**src/rtl/hamming74_nibble_packer.sv**
```systemverilog
// Pairs decoded Hamming(7,4) nibbles into bytes and queues them in a FWFT FIFO; 1-cycle pair-to-output latency, o_ready drops only when the FIFO is full.
// Frame-start marker realigns pairing. Optional macro HAMMING74_PACK_PAR_EN adds per-entry even parity on o_parity.
module hamming74_nibble_packer #(
    parameter int FIFO_DEPTH = 4,
    parameter bit LOW_FIRST  = 1'b1
) (
    input  logic                         i_clk,
    input  logic                         i_rst,
    input  logic                         i_valid,
    output logic                         o_ready,
    input  logic [8:0]                   i_data,
    output logic                         o_valid,
    input  logic                         i_ready,
    output logic [7:0]                   o_byte,
    output logic                         o_sof,
    output logic                         o_orphan,
`ifdef HAMMING74_PACK_PAR_EN
    output logic                         o_parity,
`endif
    output logic [$clog2(FIFO_DEPTH):0]  o_count
);

    localparam int PW = $clog2(FIFO_DEPTH);
    localparam int CW = PW + 1;
`ifdef HAMMING74_PACK_PAR_EN
    localparam int EW = 10;
`else
    localparam int EW = 9;
`endif
    localparam logic [CW-1:0] DEPTH_C = CW'(FIFO_DEPTH);
    localparam logic [CW-1:0] CNT_ONE = CW'(1);
    localparam logic [PW-1:0] PTR_ONE = PW'(1);

    typedef enum logic {
        S_EMPTY = 1'b0,
        S_HALF  = 1'b1
    } state_t;

    state_t          r_state;
    state_t          w_state_nxt;
    logic [3:0]      r_hold;
    logic            r_sof_pend;
    logic            r_orphan;
    logic [EW-1:0]   r_mem [FIFO_DEPTH];
    logic [PW-1:0]   r_wr_ptr;
    logic [PW-1:0]   r_rd_ptr;
    logic [CW-1:0]   r_count;

    logic            w_accept;
    logic            w_pop;
    logic            w_push;
    logic            w_hold_ld;
    logic            w_sof_pend_nxt;
    logic            w_orphan_nxt;
    logic [3:0]      w_nib;
    logic            w_marker;
    logic [7:0]      w_byte;
    logic [EW-1:0]   w_entry;
    logic [EW-1:0]   w_head;
    logic            w_unused_hi;

    assign w_nib       = i_data[3:0];
    assign w_marker    = i_data[8];
    assign w_unused_hi = ^i_data[7:4];

    // Readiness depends only on occupancy, so a full FIFO stalls even the first nibble of a pair.
    assign o_ready  = (r_count != DEPTH_C);
    assign o_valid  = (r_count != '0);
    assign w_accept = i_valid & o_ready;
    assign w_pop    = o_valid & i_ready;

    assign w_byte = LOW_FIRST ? {w_nib, r_hold} : {r_hold, w_nib};

`ifdef HAMMING74_PACK_PAR_EN
    assign w_entry = {^w_byte, r_sof_pend, w_byte};
`else
    assign w_entry = {r_sof_pend, w_byte};
`endif

    always_comb begin
        w_state_nxt    = r_state;
        w_push         = 1'b0;
        w_hold_ld      = 1'b0;
        w_sof_pend_nxt = r_sof_pend;
        w_orphan_nxt   = 1'b0;
        case (r_state)
            S_EMPTY: begin
                if (w_accept) begin
                    w_hold_ld      = 1'b1;
                    w_sof_pend_nxt = w_marker;
                    w_state_nxt    = S_HALF;
                end
            end
            S_HALF: begin
                if (w_accept) begin
                    if (w_marker) begin
                        // New frame starts mid-pair: drop the stale half and restart pairing.
                        w_orphan_nxt   = 1'b1;
                        w_hold_ld      = 1'b1;
                        w_sof_pend_nxt = 1'b1;
                    end else begin
                        w_push      = 1'b1;
                        w_state_nxt = S_EMPTY;
                    end
                end
            end
            default: begin
                w_state_nxt = S_EMPTY;
            end
        endcase
    end

    always_ff @(posedge i_clk or posedge i_rst) begin
        if (i_rst) begin
            r_state    <= S_EMPTY;
            r_hold     <= '0;
            r_sof_pend <= 1'b0;
            r_orphan   <= 1'b0;
        end else begin
            r_state    <= w_state_nxt;
            r_sof_pend <= w_sof_pend_nxt;
            r_orphan   <= w_orphan_nxt;
            if (w_hold_ld) begin
                r_hold <= w_nib;
            end
        end
    end

    always_ff @(posedge i_clk or posedge i_rst) begin
        if (i_rst) begin
            for (int i = 0; i < FIFO_DEPTH; i++) begin
                r_mem[i] <= '0;
            end
            r_wr_ptr <= '0;
            r_rd_ptr <= '0;
            r_count  <= '0;
        end else begin
            if (w_push) begin
                r_mem[r_wr_ptr] <= w_entry;
                r_wr_ptr        <= r_wr_ptr + PTR_ONE;
            end
            if (w_pop) begin
                r_rd_ptr <= r_rd_ptr + PTR_ONE;
            end
            case ({w_push, w_pop})
                2'b10:   r_count <= r_count + CNT_ONE;
                2'b01:   r_count <= r_count - CNT_ONE;
                default: r_count <= r_count;
            endcase
        end
    end

    assign w_head   = r_mem[r_rd_ptr];
    assign o_byte   = w_head[7:0];
    assign o_sof    = w_head[8];
`ifdef HAMMING74_PACK_PAR_EN
    assign o_parity = w_head[9];
`endif
    assign o_orphan = r_orphan;
    assign o_count  = r_count;

endmodule

```
**config.mk**
```make
export PLATFORM = sky130hd
export DESIGN_NAME = hamming74_nibble_packer
export DESIGN_NICKNAME = d
export VERILOG_FILES = /design/src/rtl/hamming74_nibble_packer.sv
export SDC_FILE = /design/constraint.sdc
export NUM_CORES = 1
export LEC_CHECK = 0
export ABC_AREA = 0
export BUFFER_PORTS_ARGS = -buffer_cell sky130_fd_sc_hd__clkbuf_2
export CAP_MARGIN = 25
export CORE_MARGIN = 2
export CORE_UTILIZATION = 41
export CTS_CLUSTER_SIZE = 24
export DETAILED_ROUTE_END_ITERATION = 16
export GPL_TIMING_DRIVEN = 0
export MAX_ROUTING_LAYER = met4
export PLACE_DENSITY_LB_ADDON = 0.05
export RECOVER_POWER = 25
export SYNTH_ARGS = -nofsm -noshare
export SYNTH_HDL_FRONTEND = slang
export SYNTH_SLANG_ARGS = --single-unit
```
**constraint.sdc**
```tcl
create_clock -name i_clk -period 2.24 [get_ports i_clk]
set_input_delay 0.112 -clock i_clk [delete_from_list [all_inputs] [get_ports i_clk]]
set_output_delay 0.112 -clock i_clk [all_outputs]
set_load 0.02 [all_outputs]
```
After elaboration in Yosys (flattened, before gate mapping)
Cells that the tools add are included.

Flip-flop bits (word level): 50. Input port bits: 13. Output and inout port bits: 15. Logic and storage cells: 54.

Add/subtract/negate cells: 4. Order comparisons: 3. Equality and inequality tests: 6. Muxes and demuxes: 21. Bitwise operators: 5. Reductions and logical operators: 4.

Operator list (count): $bwmux 36 (1); $mux 9 (3); $bmux 9 s2 (1); $demux 9 s2 (1); $mux 1 (11); $ge 3x3->1 const B (2); $not 2->3 (2); $pmux 1 s2 (3); $pmux 3 s2 (1); $add 2x1->2 const B (2); $ne 2x2->1 const B (2); $add 3x1->3 const B (1); $lt 3x1->1 const B (1); $ne 3x3->1 const B (1); $reduce_and 3->1 (1); $reduce_bool 3->1 (1); $sub 3x1->3 const B (1); $and 1x1->1 (2); $eq 2x1->1 const B (1); $eq 2x2->1 const B (1); $ne 2x1->1 const B (1); $reduce_bool 2->1 (1); $logic_and 1x1->1 (1); $not 1->1 (1).

Depth between registers and ports, before layout
Depth after elaboration: 6. Depth in mapped cells: 10. Gate-level depth less buffers: 9.

Least setup slack after synthesis
OpenSTA, ideal clock, no wires.

Kind: reg-to-reg. Start: reg r_count[2], in the netlist o_count[2]. End: reg r_count[2], in the netlist o_count[2]. Setup time: 0.080 ns. Arrival: 2.202 ns. Required time: 2.160 ns. Path slack: -0.042 ns. Stages on the path, launching flop included: 10. Buffers on the path: 0. Period minus slack after synthesis: 2.282 ns. Path through: dfrtp_1 > nor3b_4 > nor3b_1 > inv_1 > ha_1 > inv_1 > fa_1 > xor2_1 > nor2_1 > xor2_1.

Cells in the longest elaborated chain, start to end: 6. Elaborated cells between the ends (all ways): 12. Classes of those cells: add/sub: 2; eq/ne: 3; mux: 3; bitwise: 2; reduce/logical: 2.

RTL lines: start, declared (line 47) `logic [CW-1:0] r_count;`; start signal, assigned (line 146) `2'b10: r_count <= r_count + CNT_ONE;`; start signal, assigned (line 147) `2'b01: r_count <= r_count - CNT_ONE;`; start signal, assigned (line 148) `default: r_count <= r_count;`; $ne 3x3->1 (line 67) `assign o_ready = (r_count != DEPTH_C);`; $and 1x1->1 (line 69) `assign w_accept = i_valid & o_ready;`; $mux 1 (line 95) `if (w_accept) begin`; $mux 1 (line 86) `case (r_state)`; $eq 2x1->1 or $eq 2x2->1 (tied branches) (line 145) `case ({w_push, w_pop})`; $pmux 3 s2 or $reduce_bool 2->1 (tied branches).

Parallel ways exist; a longest one is shown, timed or not. A chain may end at the register's enable or synchronous reset.

Worst setup path after layout
Start: reg r_state. End: reg r_count[2], in the netlist o_count[2].

Cells in the longest elaborated chain, start to end: 3. Elaborated cells between the ends (all ways): 5. Classes of those cells: eq/ne: 2; mux: 2; reduce/logical: 1.

RTL lines: start, declared (line 39) `state_t r_state;`; start signal, assigned (line 120) `r_state <= w_state_nxt;`; $mux 1 (*) (line 86); $eq 2x1->1 or $eq 2x2->1 (tied branches) (line 145); $pmux 3 s2 or $reduce_bool 2->1 (tied branches).

Every way passes the cells marked *; elsewhere a longest branch is shown, timed or not.

==> metrics.yaml <==
status:
  status: "finished, final reports clean"
flow_run:
  cap_violations: 0
critical_path:
  cp_data_arrival_time_ns: 2.23
  end_kind: "register"
  path_class: "reg -> reg"
  crit_required_ns: 2.46
  path_max_fanout: 6
  start_kind: "register"
timing:
  fin_skew_ns: 0.005314
  final.period_utilization: 0.8958
  period_needed_ns: 2.007
  fin_ws_ns: 0.2334
  relSlewSlack: 0.3998
  fmax_mhz: 498.3
  rsz0062_at_grt: "no"
  timing_hold_violations_final: 0
  tightest_slew_ns: 0.8993
  drv_slew: 0
  finalSetupViolations: 0
clock_network:
  cts.repair.resized: 0
  cts_buffer_depth: 2
  clkTransAtPathRegs_ns: 0.08
  htreeDepth: 2
  cts_tree: "yes"
  cts_sinks: 50
  cts-root-buf: "clkbuf_8"
  clk_latency_ns: 0.30
  cts_buffers: 5
finish:
  layout-drive-gt1-share: 0.5444
  syn2layout_area_growth_pct: 14.25
  finalCoreUtilization: 0.4813
  final_nets: 198
  diodes: 0
route:
  wl_um: 4142
  postRouteAntennaNets: 0
  vias: 1283
  drcViolationCount: 0
  routedWlPerCell_um: 16.44
  viasPerCell: 5.091
  drt_iter0_markers: 70
  drt_pass1_iterations: 4
global_routing:
  grt_max_degree: 28
  antenna_found_initial: 0
  grt_pass1_vias: 1327
  grt_pass1_wl_um: 6927
  grt_overflow: 0
  grt_util_all_layers: 0.1563
floorplanning:
  initial_utilization: 0.4212
  die_h_um: 78.75
  fp.coreArea_mm2: 0.005439
  row_count: 27
  ios: 28
  die_w_um: 78.75
  dieArea_mm2: 0.006202
place:
  pre_cts_ws_ns: -0.1019
  hpwl_um: 2809
  gp_congestion: 0.6900
  port_buffers: 23
yosys:
  avgSynthCellArea_um2: 15.69
  synth.most_common_cell: "dfrtp_1"
  synthTopCellsByArea: "dfrtp_1 55%, mux2_2 20%, mux4_2 8.8%, nor3_4 2.8%, ha_1 2.7%"
  async_flop_share: 1.000
  synth_cells: 146
  seq_area_frac_synth: 0.5461
  synth_commonest_cells: "50 x dfrtp_1, 41 x mux2_2, 9 x mux4_2"
  ys.flop_type: "dfrtp_1"
  yosysUniqueCellTypes: 26
  synth_edf_count: 0
  synth_area_mm2: 0.002291
  yosys_warnings: 0
  synth_top_cell_by_area: "dfrtp_1"
  synth.top_cell.area_share: 0.5461
  synth_seq_cells: 50
  syn-num-nets: 165
power:
  total_power_w: 0.003844
  ir_drop_uv: 544.2
  powerDensity_mw_per_mm2: 1468
  p_leak_nw: 1.159
worst_hold_path:
  hp-class: "in -> reg"
[kinds of logic after synthesis]
logic type | after synthesis | share of synthesized area
AO/OA/AOI/OAI | 3 | 0.01038
XOR/XNOR | 6 | 0.02294
adder cells (fa/ha/maj) | 6 | 0.03605
buffers and inverters | 12 | 0.02075
flip-flops | 50 | 0.5461
multiplexers | 51 | 0.2944
AND/OR/NAND/NOR | 18 | 0.06936
[through the flow]
| stage | area, um2 | hold WS (ns) | TNS (ns) | cells |
|---|---|---|---|---|
| global route | 2618 | 0.05456 | 0 | 252 |
| finish | 2618 | 0.06562 | 0 | 252 |
| detailed placement | 2525 | 0.1668 | -0.1019 | 242 |
| CTS | 2634 | 0.05845 | 0 | 252 |
| floorplan | 2300 | 0.2517 | 0 | 146 |
| global placement | 2505 | 0.3591 | -0.06312 | 241 |
[layout make-up]
class                   instances  area, um2
plain buffers                   3      13.76
clock buffers                   7      86.33
clock inverters                 1      5.005
fillers                       478       2821
inverters                       9      33.78
multi-input cells              84      997.2
flip-flops and latches         50       1255
well taps                      72      90.09
repair buffers                 26      136.4
[power breakdown]
part	internal, W	switching [W]	total [W]
registers	0.00135	0.000280	0.00163
clock network	0.000249	0.000279	0.000529
logic	0.000858	0.000830	0.00169
[worst paths after layout]
path	from	end	slack, ns	cells after the start
worst min-delay path	i_data[8]	r_sof_pend	0.07	2
min in group asynchronous	i_rst	r_mem[11]	0.54	3
worst max register to register	r_state	o_count[2]	0.23	10
worst min register to register	r_mem[16]	r_mem[16]	0.51	1
worst max-delay path	r_state	o_count[2]	0.23	10
max in group asynchronous	i_rst	r_mem[21]	0.53	4
[sequential cells by signal, indices dropped and copies added, names as in the netlist]
signal,cells
o_count,3
r_state,1
r_wr_ptr,2
r_mem,36
r_hold,4
r_sof_pend,1
o_orphan,1
r_rd_ptr,2
[per-layer routing]
layer	up-vias	GRT usage	part of all wire
met1	667	0.2059	0.45
met4	0	0.04737	0.015
met5	-	-	0
met3	7	0.04205	0.033
li1	589	-	-
met2	20	0.2393	0.50
[timing repair]
item                                    4_1_cts  5_1_grt
endpoints found under the setup margin        1        0
endpoints found under the hold margin        23        0
buffers inserted                              1        0
hold buffers                                  1        0
[cells in the final DEF, fill, tap and decap left out, drive strengths merged]
master	Yosys	routed
clkbuf	1	32
nor3	4	4
buf	2	3
nand3	2	2
and3	1	1
nand2b	1	1
nor3b	2	2
mux4	9	9
a22o	1	1
mux2i	1	1
xnor2	3	3
dlygate4sd3	0	1
nor2	1	1
xor2	3	3
dfrtp	50	50
o31a	1	1
nand2	5	5
ha	5	5
and2	1	1
o21ai	1	1
inv	9	9
fa	1	1
mux2	41	41
or3	1	1
clkinv	0	1
[worst max-delay path, cell delays in order (launching register included)]
cell and delay [ns]:
dfrtp_1 0.40, nand2b_1 0.08, buf_2 0.26, nor3b_2 0.11, inv_1 0.07, ha_1 0.18, inv_1 0.06, fa_1 0.37
xor2_1 0.15, nor2_1 0.11, xor2_1 0.15
Note: power is estimated with default switching activity, not from simulation.
